==> src/rtl/video_pkg.sv <==
// Shared types and slot-phase constants for the video RAM arbiter.
package video_pkg;

   localparam int AW = 11;
   localparam int DW = 8;

   typedef enum logic [1:0] {
      OWN_NONE = 2'd0,
      OWN_BG   = 2'd1,
      OWN_SPR  = 2'd2,
      OWN_CPU  = 2'd3
   } owner_t;

   typedef enum logic [1:0] {
      ST_IDLE = 2'd0,
      ST_CMD  = 2'd1,
      ST_DATA = 2'd2
   } state_t;

   localparam logic [2:0] BG_PHASE_A  = 3'd0;
   localparam logic [2:0] BG_PHASE_B  = 3'd4;
   localparam logic [2:0] CPU_PHASE_A = 3'd2;
   localparam logic [2:0] CPU_PHASE_B = 3'd6;

   function automatic logic is_bg_phase(input logic [2:0] p);
      return (p == BG_PHASE_A) || (p == BG_PHASE_B);
   endfunction

   function automatic logic is_cpu_phase(input logic [2:0] p);
      return (p == CPU_PHASE_A) || (p == CPU_PHASE_B);
   endfunction

endpackage

==> src/rtl/video_ram_arbiter_if.sv <==
// Bus bundle between the arbiter, its three requesters, the raster timing and the RAM.
interface video_ram_arbiter_if;
   import video_pkg::*;

   logic          pclk_en;
   logic [8:0]    hpos;
   logic          hblk;
   logic          vblk;
   logic [AW-1:0] bg_addr;
   logic [DW-1:0] bg_data;
   logic          bg_valid;
   logic          spr_req;
   logic [AW-1:0] spr_addr;
   logic          spr_ack;
   logic [DW-1:0] spr_data;
   logic          cpu_req;
   logic          cpu_we;
   logic [AW-1:0] cpu_addr;
   logic [DW-1:0] cpu_din;
   logic          cpu_ack;
   logic [DW-1:0] cpu_dout;
   logic [AW-1:0] ram_addr;
   logic          ram_we;
   logic [DW-1:0] ram_din;
   logic [DW-1:0] ram_dout;

   modport master (
      input  pclk_en, hpos, hblk, vblk, bg_addr, spr_req, spr_addr,
             cpu_req, cpu_we, cpu_addr, cpu_din, ram_dout,
      output bg_data, bg_valid, spr_ack, spr_data, cpu_ack, cpu_dout,
             ram_addr, ram_we, ram_din
   );

   modport slave (
      output pclk_en, hpos, hblk, vblk, bg_addr, spr_req, spr_addr,
             cpu_req, cpu_we, cpu_addr, cpu_din, ram_dout,
      input  bg_data, bg_valid, spr_ack, spr_data, cpu_ack, cpu_dout,
             ram_addr, ram_we, ram_din
   );

endinterface

==> src/rtl/vram_slot_sel.sv <==
// Combinational slot owner selection from raster phase, blanking and masked requests.
module vram_slot_sel
   import video_pkg::*;
(
   input  logic [2:0] phase_i,
   input  logic       hblk_i,
   input  logic       vblk_i,
   input  logic       spr_req_i,
   input  logic       cpu_req_i,
   input  logic       spr_mask_i,
   input  logic       cpu_mask_i,
   output owner_t     owner_o
);

   logic spr_ok_s;
   logic cpu_ok_s;

   assign spr_ok_s = spr_req_i && !spr_mask_i;
   assign cpu_ok_s = cpu_req_i && !cpu_mask_i;

   // Vertical blanking is CPU-only; BG phases are dropped during horizontal blanking.
   always_comb begin
      owner_o = OWN_NONE;
      if (vblk_i) begin
         if (cpu_ok_s) owner_o = OWN_CPU;
         else          owner_o = OWN_NONE;
      end else if (!hblk_i && is_bg_phase(phase_i)) begin
         owner_o = OWN_BG;
      end else if (is_cpu_phase(phase_i)) begin
         if (cpu_ok_s)      owner_o = OWN_CPU;
         else if (spr_ok_s) owner_o = OWN_SPR;
         else               owner_o = OWN_NONE;
      end else begin
         if (spr_ok_s)      owner_o = OWN_SPR;
         else if (cpu_ok_s) owner_o = OWN_CPU;
         else               owner_o = OWN_NONE;
      end
   end

endmodule

==> src/rtl/video_ram_arbiter.sv <==
// Slot arbiter: one RAM access per pixel-clock enable, IDLE -> CMD -> DATA per slot.
module video_ram_arbiter
   import video_pkg::*;
(
   input  logic                 mclk_i,
   input  logic                 rst_n_i,
   video_ram_arbiter_if.master  bus
);

   state_t        state_q, state_d;
   owner_t        owner_q, owner_d;
   owner_t        sel_owner_s;
   logic          cpu_wr_q, cpu_wr_d;
   logic [AW-1:0] ram_addr_q, ram_addr_d;
   logic [DW-1:0] ram_din_q, ram_din_d;
   logic          ram_we_q, ram_we_d;
   logic [DW-1:0] bg_data_q, bg_data_d;
   logic          bg_valid_q, bg_valid_d;
   logic [DW-1:0] spr_data_q, spr_data_d;
   logic          spr_ack_q, spr_ack_d;
   logic [DW-1:0] cpu_dout_q, cpu_dout_d;
   logic          cpu_ack_q, cpu_ack_d;
   logic          spr_mask_s, cpu_mask_s, grant_s;

   // A requester still holds REQ through its own access and the cycle after ACK.
   assign spr_mask_s = ((state_q != ST_IDLE) && (owner_q == OWN_SPR)) || spr_ack_q;
   assign cpu_mask_s = ((state_q != ST_IDLE) && (owner_q == OWN_CPU)) || cpu_ack_q;
   assign grant_s    = bus.pclk_en && (state_q == ST_IDLE) && (sel_owner_s != OWN_NONE);

   vram_slot_sel u_slot_sel (
      .phase_i    (bus.hpos[2:0]),
      .hblk_i     (bus.hblk),
      .vblk_i     (bus.vblk),
      .spr_req_i  (bus.spr_req),
      .cpu_req_i  (bus.cpu_req),
      .spr_mask_i (spr_mask_s),
      .cpu_mask_i (cpu_mask_s),
      .owner_o    (sel_owner_s)
   );

   // Next-state and output decode for the slot FSM.
   always_comb begin
      state_d    = state_q;
      owner_d    = owner_q;
      cpu_wr_d   = cpu_wr_q;
      ram_addr_d = ram_addr_q;
      ram_din_d  = ram_din_q;
      ram_we_d   = 1'b0;
      bg_data_d  = bg_data_q;
      bg_valid_d = 1'b0;
      spr_data_d = spr_data_q;
      spr_ack_d  = 1'b0;
      cpu_dout_d = cpu_dout_q;
      cpu_ack_d  = 1'b0;
      case (state_q)
         ST_IDLE: begin
            if (grant_s) begin
               state_d  = ST_CMD;
               owner_d  = sel_owner_s;
               cpu_wr_d = 1'b0;
               case (sel_owner_s)
                  OWN_BG:  ram_addr_d = bus.bg_addr;
                  OWN_SPR: ram_addr_d = bus.spr_addr;
                  OWN_CPU: begin
                     ram_addr_d = bus.cpu_addr;
                     ram_din_d  = bus.cpu_din;
                     ram_we_d   = bus.cpu_we;
                     cpu_wr_d   = bus.cpu_we;
                  end
                  default: ram_addr_d = ram_addr_q;
               endcase
            end else begin
               state_d = ST_IDLE;
            end
         end
         ST_CMD: state_d = ST_DATA;
         ST_DATA: begin
            state_d = ST_IDLE;
            owner_d = OWN_NONE;
            case (owner_q)
               OWN_BG: begin
                  bg_data_d  = bus.ram_dout;
                  bg_valid_d = 1'b1;
               end
               OWN_SPR: begin
                  spr_data_d = bus.ram_dout;
                  spr_ack_d  = 1'b1;
               end
               OWN_CPU: begin
                  cpu_ack_d = 1'b1;
                  if (!cpu_wr_q) cpu_dout_d = bus.ram_dout;
                  else           cpu_dout_d = cpu_dout_q;
               end
               default: owner_d = OWN_NONE;
            endcase
         end
         default: begin
            state_d = ST_IDLE;
            owner_d = OWN_NONE;
         end
      endcase
   end

   // State, owner and every registered output.
   always_ff @(posedge mclk_i or negedge rst_n_i) begin
      if (!rst_n_i) begin
         state_q    <= ST_IDLE;
         owner_q    <= OWN_NONE;
         cpu_wr_q   <= 1'b0;
         ram_addr_q <= {AW{1'b0}};
         ram_din_q  <= {DW{1'b0}};
         ram_we_q   <= 1'b0;
         bg_data_q  <= {DW{1'b0}};
         bg_valid_q <= 1'b0;
         spr_data_q <= {DW{1'b0}};
         spr_ack_q  <= 1'b0;
         cpu_dout_q <= {DW{1'b0}};
         cpu_ack_q  <= 1'b0;
      end else begin
         state_q    <= state_d;
         owner_q    <= owner_d;
         cpu_wr_q   <= cpu_wr_d;
         ram_addr_q <= ram_addr_d;
         ram_din_q  <= ram_din_d;
         ram_we_q   <= ram_we_d;
         bg_data_q  <= bg_data_d;
         bg_valid_q <= bg_valid_d;
         spr_data_q <= spr_data_d;
         spr_ack_q  <= spr_ack_d;
         cpu_dout_q <= cpu_dout_d;
         cpu_ack_q  <= cpu_ack_d;
      end
   end

   assign bus.ram_addr = ram_addr_q;
   assign bus.ram_din  = ram_din_q;
   assign bus.ram_we   = ram_we_q;
   assign bus.bg_data  = bg_data_q;
   assign bus.bg_valid = bg_valid_q;
   assign bus.spr_data = spr_data_q;
   assign bus.spr_ack  = spr_ack_q;
   assign bus.cpu_dout = cpu_dout_q;
   assign bus.cpu_ack  = cpu_ack_q;

endmodule

==> src/flat_wrapper.sv <==
// flat-port wrapper written by rule: the top's interface ports become plain ports
module video_ram_arbiter_flat import video_pkg::*;
  (mclk_i, rst_n_i, bus_pclk_en, bus_hpos, bus_hblk, bus_vblk, bus_bg_addr, bus_spr_req, bus_spr_addr, bus_cpu_req, bus_cpu_we, bus_cpu_addr, bus_cpu_din, bus_ram_dout, bus_bg_data, bus_bg_valid, bus_spr_ack, bus_spr_data, bus_cpu_ack, bus_cpu_dout, bus_ram_addr, bus_ram_we, bus_ram_din);
  video_ram_arbiter_if bus_i ();
  input  logic mclk_i;
  input  logic rst_n_i;
  input wire logic [$bits(bus_i.pclk_en)-1:0] bus_pclk_en;
  input wire logic [$bits(bus_i.hpos)-1:0] bus_hpos;
  input wire logic [$bits(bus_i.hblk)-1:0] bus_hblk;
  input wire logic [$bits(bus_i.vblk)-1:0] bus_vblk;
  input wire logic [$bits(bus_i.bg_addr)-1:0] bus_bg_addr;
  input wire logic [$bits(bus_i.spr_req)-1:0] bus_spr_req;
  input wire logic [$bits(bus_i.spr_addr)-1:0] bus_spr_addr;
  input wire logic [$bits(bus_i.cpu_req)-1:0] bus_cpu_req;
  input wire logic [$bits(bus_i.cpu_we)-1:0] bus_cpu_we;
  input wire logic [$bits(bus_i.cpu_addr)-1:0] bus_cpu_addr;
  input wire logic [$bits(bus_i.cpu_din)-1:0] bus_cpu_din;
  input wire logic [$bits(bus_i.ram_dout)-1:0] bus_ram_dout;
  output wire logic [$bits(bus_i.bg_data)-1:0] bus_bg_data;
  output wire logic [$bits(bus_i.bg_valid)-1:0] bus_bg_valid;
  output wire logic [$bits(bus_i.spr_ack)-1:0] bus_spr_ack;
  output wire logic [$bits(bus_i.spr_data)-1:0] bus_spr_data;
  output wire logic [$bits(bus_i.cpu_ack)-1:0] bus_cpu_ack;
  output wire logic [$bits(bus_i.cpu_dout)-1:0] bus_cpu_dout;
  output wire logic [$bits(bus_i.ram_addr)-1:0] bus_ram_addr;
  output wire logic [$bits(bus_i.ram_we)-1:0] bus_ram_we;
  output wire logic [$bits(bus_i.ram_din)-1:0] bus_ram_din;
  assign bus_i.pclk_en = bus_pclk_en;
  assign bus_i.hpos = bus_hpos;
  assign bus_i.hblk = bus_hblk;
  assign bus_i.vblk = bus_vblk;
  assign bus_i.bg_addr = bus_bg_addr;
  assign bus_i.spr_req = bus_spr_req;
  assign bus_i.spr_addr = bus_spr_addr;
  assign bus_i.cpu_req = bus_cpu_req;
  assign bus_i.cpu_we = bus_cpu_we;
  assign bus_i.cpu_addr = bus_cpu_addr;
  assign bus_i.cpu_din = bus_cpu_din;
  assign bus_i.ram_dout = bus_ram_dout;
  assign bus_bg_data = bus_i.bg_data;
  assign bus_bg_valid = bus_i.bg_valid;
  assign bus_spr_ack = bus_i.spr_ack;
  assign bus_spr_data = bus_i.spr_data;
  assign bus_cpu_ack = bus_i.cpu_ack;
  assign bus_cpu_dout = bus_i.cpu_dout;
  assign bus_ram_addr = bus_i.ram_addr;
  assign bus_ram_we = bus_i.ram_we;
  assign bus_ram_din = bus_i.ram_din;
  video_ram_arbiter u_core (.mclk_i(mclk_i), .rst_n_i(rst_n_i), .bus(bus_i));
endmodule
==> config.mk <==
export PLATFORM = sky130hd
export DESIGN_NAME = video_ram_arbiter_flat
export DESIGN_NICKNAME = d
export VERILOG_FILES = /design/src/rtl/video_pkg.sv /design/src/rtl/video_ram_arbiter_if.sv /design/src/rtl/vram_slot_sel.sv /design/src/rtl/video_ram_arbiter.sv /design/src/flat_wrapper.sv
export SDC_FILE = /design/constraint.sdc
export NUM_CORES = 1
export LEC_CHECK = 0
export BUFFER_PORTS_ARGS = -buffer_cell sky130_fd_sc_hd__buf_2
export CAP_MARGIN = 0
export CORE_MARGIN = 5
export CORE_UTILIZATION = 49
export CTS_CLUSTER_DIAMETER = 60
export DETAILED_ROUTE_END_ITERATION = 8
export HOLD_SLACK_MARGIN = 0.03
export PLACE_DENSITY_LB_ADDON = 0.1
export SYNTH_ARGS = -nofsm -noshare
export SYNTH_HDL_FRONTEND = slang
export SYNTH_HIERARCHICAL = 1
export SYNTH_SLANG_ARGS = --single-unit
==> constraint.sdc <==
create_clock -name mclk_i -period 3.5 [get_ports mclk_i]
set_input_delay 0.35 -clock mclk_i [delete_from_list [all_inputs] [get_ports mclk_i]]
set_output_delay 0.35 -clock mclk_i [all_outputs]
set_load 0.01 [all_outputs]
# Yosys cells after proc, flatten, opt, wreduce, memory -nomap -nowiden
# Cells that the tools add are included.
classes:
  add_sub_neg: 0
  multipliers: 0
  n_div: 0
  n_lt_le_gt_ge: 0
  eq_ne: 12
  shifts: 0
  n_mux: 21
  bitwise_logic: 2
  n_reduce_logical: 26
ops:
  columns: ["op", "count"]
  rows:
  - ["one-hot mux 11 bit (3 select lines)", 1]
  - ["2-to-1 mux 2 bit", 8]
  - ["== test 2 bit (second input constant)", 5]
  - ["2-to-1 mux 1 bit", 10]
  - ["AND reduction 3 bit", 3]
  - ["one-hot mux 2 bit (2 select lines)", 2]
  - ["AND reduction 2 bit", 4]
  - ["logical AND 1 bit", 7]
  - ["== test 2 x 1 -> 1 bit (second input constant)", 3]
  - ["== test 3 bit (second input constant)", 2]
  - ["logical OR 1 bit", 4]
  - ["nonzero test 2 bit", 2]
  - ["== test 3 x 2 -> 1 bit (second input constant)", 1]
  - ["zero test 1 bit", 3]
  - ["zero test 3 bit", 1]
  - ["nonzero test 3 bit", 1]
  - ["zero test 2 bit", 1]
  - ["inequality test 2 x 1 -> 1 bit (second input constant)", 1]
  - ["NOT 1 bit", 2]
word_totals:
  reg_bits: 52
  latchBits: 0
  ram_bits: 0
  rom_bits: 0
  in_bits: 66
  out_inout_bits: 47
  mem_count: 0

# Longest topological paths before layout
depth:
  depth_word: 14
  ltp_mapped: 9

# Hierarchy
# Netlist, hierarchy kept.
by_module_without_submodules:
  columns: ["mod", "n_inst", "cells_each", "area_each_um2", "seq_area_each_um2"]
  rows:
  - ["video_ram_arbiter", 1, 164, 2234.6, 1301.2]
  - ["vram_slot_sel", 1, 7, 57.6, 0.0]

# Least setup slack after synthesis
# OpenSTA, ideal clock, no wires.
synth_timing:
  path_kind: "register -> register"
  start: "reg u_core.state_q[1]"
  end: "reg u_core.ram_addr_q[10] (netlist: u_core/bus.ram_addr[10])"
  setup_time_ns: 0.087
  arrival_time_ns: 2.110
  required_ns: 3.413
  setup_slack_ns: 1.303
  path_stages_with_launch: 10
  n_path_buf: 2
  synth_period_minus_slack_ns: 2.197
  path_cell_list: "dfrtp_1 > nor2_1 > o21bai_1 > or4bb_1 > o211ai_1 > buf_2 > nor2b_1 > clkbuf_1 > a32oi_1 > o211ai_1"
synth_via:
  elab_chain_len: 13
  elab_cells_between_ends: 26
  cone_classes: "eq/ne: 3; mux: 8; reduce/logical: 15"
synth_rtl:
  columns: ["element", "line_no", "rtl"]
  rows:
  - ["from (decl)", "video_ram_arbiter.sv:10", "state_t state_q, state_d;"]
  - ["from (signal assigned)", "video_ram_arbiter.sv:120", "state_q <= state_d;"]
  - ["nonzero test 2 bit *", "video_ram_arbiter.sv:27", "assign cpu_mask_s = ((state_q != ST_IDLE) && (owner_q == OWN_CPU)) || cpu_ack_q;"]
  - ["logical AND 1 bit *", "video_ram_arbiter.sv:27", null]
  - ["logical OR 1 bit *", "video_ram_arbiter.sv:27", null]
  - ["named net u_core.cpu_mask_s", "video_ram_arbiter.sv:23", "logic spr_mask_s, cpu_mask_s, grant_s;"]
  - ["zero test 1 bit *", "vram_slot_sel.sv:19", "assign cpu_ok_s = cpu_req_i && !cpu_mask_i;"]
  - ["logical AND 1 bit *", "vram_slot_sel.sv:19", null]
  - ["2-to-1 mux 2 bit", "vram_slot_sel.sv:25, vram_slot_sel.sv:35", null]
  - ["2-to-1 mux 2 bit", "vram_slot_sel.sv:34", "if (spr_ok_s) owner_o = OWN_SPR;"]
  - ["2-to-1 mux 2 bit", "vram_slot_sel.sv:29", "end else if (is_cpu_phase(phase_i)) begin"]
  - ["2-to-1 mux 2 bit", "vram_slot_sel.sv:27", "end else if (!hblk_i && is_bg_phase(phase_i)) begin"]
  - ["2-to-1 mux 2 bit *", "vram_slot_sel.sv:24", "if (vblk_i) begin"]
  - ["named net u_core.sel_owner_s[0]", "video_ram_arbiter.sv:12", "owner_t sel_owner_s;"]
  - ["== test 2 x 1 -> 1 bit, or another cell as far along", "video_ram_arbiter.sv:61", "case (sel_owner_s)"]
  - ["nonzero test 3 bit (no source line) or logical AND 1 bit (tied branches)", null, null]
  - ["AND reduction 3 bit (no source line)", null, null]
  - ["to (signal assigned)", "video_ram_arbiter.sv:110", "ram_addr_q <= {AW{1'b0}};"]
  - ["to (signal assigned)", "video_ram_arbiter.sv:123", "ram_addr_q <= ram_addr_d;"]
  - ["to (decl)", "video_ram_arbiter.sv:14", "logic [AW-1:0] ram_addr_q, ram_addr_d;"]
# Mark *: on every way through the listed nets, which the timed path passes. The rest lies on a longest branch.
# A chain may end at the register's enable or synchronous reset.

# Worst setup path after layout
layout_timing:
  start: "reg u_core.state_q[1]"
  end: "reg u_core.ram_addr_q[7] (netlist: u_core/bus.ram_addr[7])"
# Same word-level chain as after synthesis.

==> impl_metrics.tcl <==
set metrics [dict create \
    maxSlewHeadroom_pct 40.9 \
    crit_top_cell "o211ai_1" \
    postCtsHoldBufs 1 \
    gp_routability_congestion 0.754 \
    setup-tns-final_ns 0 \
    fillers 378 \
    fp-row-count 24 \
    crit_fanout 7 \
    synth_area_leaders "dfrtp_1 57%, mux2_2 16%, mux2i_1 4.8%" \
    drt-initial-drc-count 100 \
    htree_num_levels 2 \
    avgSynthCellArea_sq_um 13.4 \
    die_area_sq_mm 0.00615 \
    area_delta_synth_final_pct 29.1 \
    firstDrtPassIters 4 \
    cts_sinks 52 \
    post_cts_resized 0 \
    ys.flop_type "dfrtp_1" \
    drv_slew 0 \
    dp.cells 323 \
    synth_top_area_cell "dfrtp_1" \
    finalSetupViolCount 0 \
    finalCritPeriodShare_pct 71.2 \
    rsz0062_at_grt "no" \
    pin_count 113 \
    via_per_inst 5.40 \
    fin_cells 332 \
    grt_use_total_pct 17.9 \
    clock_skew_ns 0.00776 \
    cts_tree "built" \
    grt_max_degree 30 \
    holdPathStages 3 \
    total_leakage_power_nw 1.47 \
    clk_pin_slew_ns 0.09 \
    yosysUniqueCellTypes 29 \
    vias 1792 \
    regArea_sq_mm 0.00130 \
    final_nets 345 \
    postRouteAntennaNets 0 \
    post_cts_buffers 0 \
    io_buffers 105 \
    synth_edf_count 0 \
    clock.fmax_ghz 0.401 \
    min_period_ns 2.49 \
    synth_top_cell_area_share_pct 56.8 \
    drt_drc_violations_left 0 \
    cp-start-kind "register" \
    cts.path.max_buffers 2 \
    diodes 0 \
    grt_antenna_before_repair 0 \
    multi_input_area_sq_um 942 \
    die-width_um 78.4 \
    first_global_vias 1799 \
    cp_slowest_cell "dfrtp_1" \
    seq_area_frac_synth_pct 56.8 \
    start_util_pct 51.6 \
    grt_pass1_wl_um 8830 \
    drv_cap 0 \
    clk_latency_ns 0.30 \
    worstMarginPinSlew_ns 0.883 \
    drive_gt1_share_pct 55.4 \
    ys_warn_count 6 \
    crit_required_ns 3.71 \
    synth-seq-cells 52 \
    reg2reg_depth 8 \
    critical_path.cell_chain "nor2_1 > o21bai_1 > or4bb_1 > o211ai_1 > nor2b_1 > buf_4 > a32oi_1 > o211ai_1" \
    cts_root_buffer "clkbuf_8" \
    grt_overflow 0 \
    status "finished, final reports clean" \
    path_class "reg2reg" \
    whs_ns 0.275 \
    p_per_area_mw_per_mm2 753 \
    worstHoldPathType "in2reg" \
    fin_util_pct 66.6 \
    p_total_w 0.00223 \
    cts_buffers 5 \
    core_sq_mm 0.00444 \
    netlist_area_sq_mm 0.00229 \
    synthArstFlopShare_pct 100 \
    die_h_um 78.4 \
    end_kind "register" \
    synthCells 171 \
    syn_nets 237 \
    wl_per_cell_um 15.6 \
    routed_wl_um 5180 \
    peakVddDrop_v 0.000374 \
    critPathMaxStageDelay_ns 0.50 \
    dp.final_hpwl_um 3980 \
    cp.arrival_ns 2.70 \
    hold_viol 0 \
]
[cells in the mapped netlist, types with 2 or more instances]
library cell / number
nand2b_1: 2
clkbuf_1: 3
mux2i_1: 11
a21oi_1: 2
o21ai_0: 2
mux2_2: 32
o211ai_1: 12
a32oi_1: 11
o21bai_1: 2
nor2_1: 5
nand3b_1: 2
buf_2: 3
dfrtp_1: 52
nor2b_1: 3
nand2_1: 15
[power breakdown]
part | switching, W | internal, W | total [W]
logic | 0.000443 | 0.000440 | 0.000883
registers | 0.000147 | 0.000865 | 0.00101
clock network | 0.000190 | 0.000142 | 0.000332
[final cells by class]
class,count,share of cell area (%)
repair buffers,109,18.9
multi-input cells,110,31.8
well taps,52,2.20
clock inverters,2,0.550
inverters,1,0.127
clock buffers,6,2.45
flip-flops and latches,52,44.0
[cell usage in the layout (no fill, tap or decap), drive strengths merged]
master and n:
nor3b 3, or4 1, a21oi 2, inv 1, clkinvlp 1, or4bb 1, nand3b 2, dlygate4sd3 1
dfrtp 52, o21a 1, o21bai 2, nand2b 3, nor2b 3, clkinv 1, nand2 15, mux2 32
o211ai 12, buf 108, or3b 1, nor3 1, nor2 6, a32oi 11, mux2i 11, o21ai 2
nand3 1, clkbuf 6
[per-stage QoR]
stage,cell area (sq um),setup WS [ns]
2_1_floorplan,2290,1.30
4_1_cts,2960,1.01
3_5_place_dp,2860,1.06
5_1_grt,2960,0.815
6_report,2960,1.01
3_3_place_gp,2860,1.07
[cell families (layout without fill, tap and decap cells)]
kind of cell	after synthesis	after routing	share of synthesized area, %
AO/OA/AOI/OAI	30	30	9.99
buffers and inverters	9	118	2.13
flip-flops	52	52	56.8
multiplexers	43	43	20.5
AND/OR/NAND/NOR	37	37	10.6
[per-layer routing]
layer | global-route usage (%) | wire length (um) | part of all wire [%] | up-vias
met5 | 0 | 0 | 0 | -
met4 | 3.85 | 64 | 1.2 | 0
met3 | 5.15 | 395 | 7.6 | 8
met2 | 28.9 | 2520 | 49 | 66
met1 | 24.3 | 2200 | 42 | 868
li1 | - | - | - | 850
[critical path, delay by kind of cell, from the launching register on]
kind | cells | cell delay, ns
AO/OA/AOI/OAI | 4 | 0.58
buffers and inverters | 1 | 0.23
flip-flops | 1 | 0.50
AND/OR/NAND/NOR | 3 | 1.10
[path summary, 6_finish.rpt]
kind	from	to	slack, ns
setup / recovery	u_core/state_q[1]$_DFF_PN0_	u_core/bus.ram_addr[7]$_DFFE_PN0P_	1.01
setup reg to reg	u_core/state_q[1]$_DFF_PN0_	u_core/bus.ram_addr[7]$_DFFE_PN0P_	1.01
max in group asynchronous	rst_n_i	u_core/bus.ram_addr[7]$_DFFE_PN0P_	2.16
hold reg to reg	u_core/bus.ram_din[0]$_DFFE_PN0P_	u_core/bus.ram_din[0]$_DFFE_PN0P_	0.51
min in group asynchronous	rst_n_i	u_core/bus.ram_addr[1]$_DFFE_PN0P_	0.55
hold / removal	bus_cpu_we	u_core/bus.ram_we$_DFF_PN0_	0.27
[state kept, by name (all words and copies together) (netlist names)]
name	flops
u_core/bus.cpu_dout	8
u_core/bus.spr_data	8
u_core/bus.ram_we	1
u_core/bus.spr_ack	1
u_core/bus.cpu_ack	1
u_core/bus.ram_din	8
u_core/state_q	2
u_core/cpu_wr_q	1
u_core/bus.bg_valid	1
u_core/bus.bg_data	8
u_core/bus.ram_addr	11
u_core/owner_q	2
No activity file was read; power rests on OpenSTA's default activity.
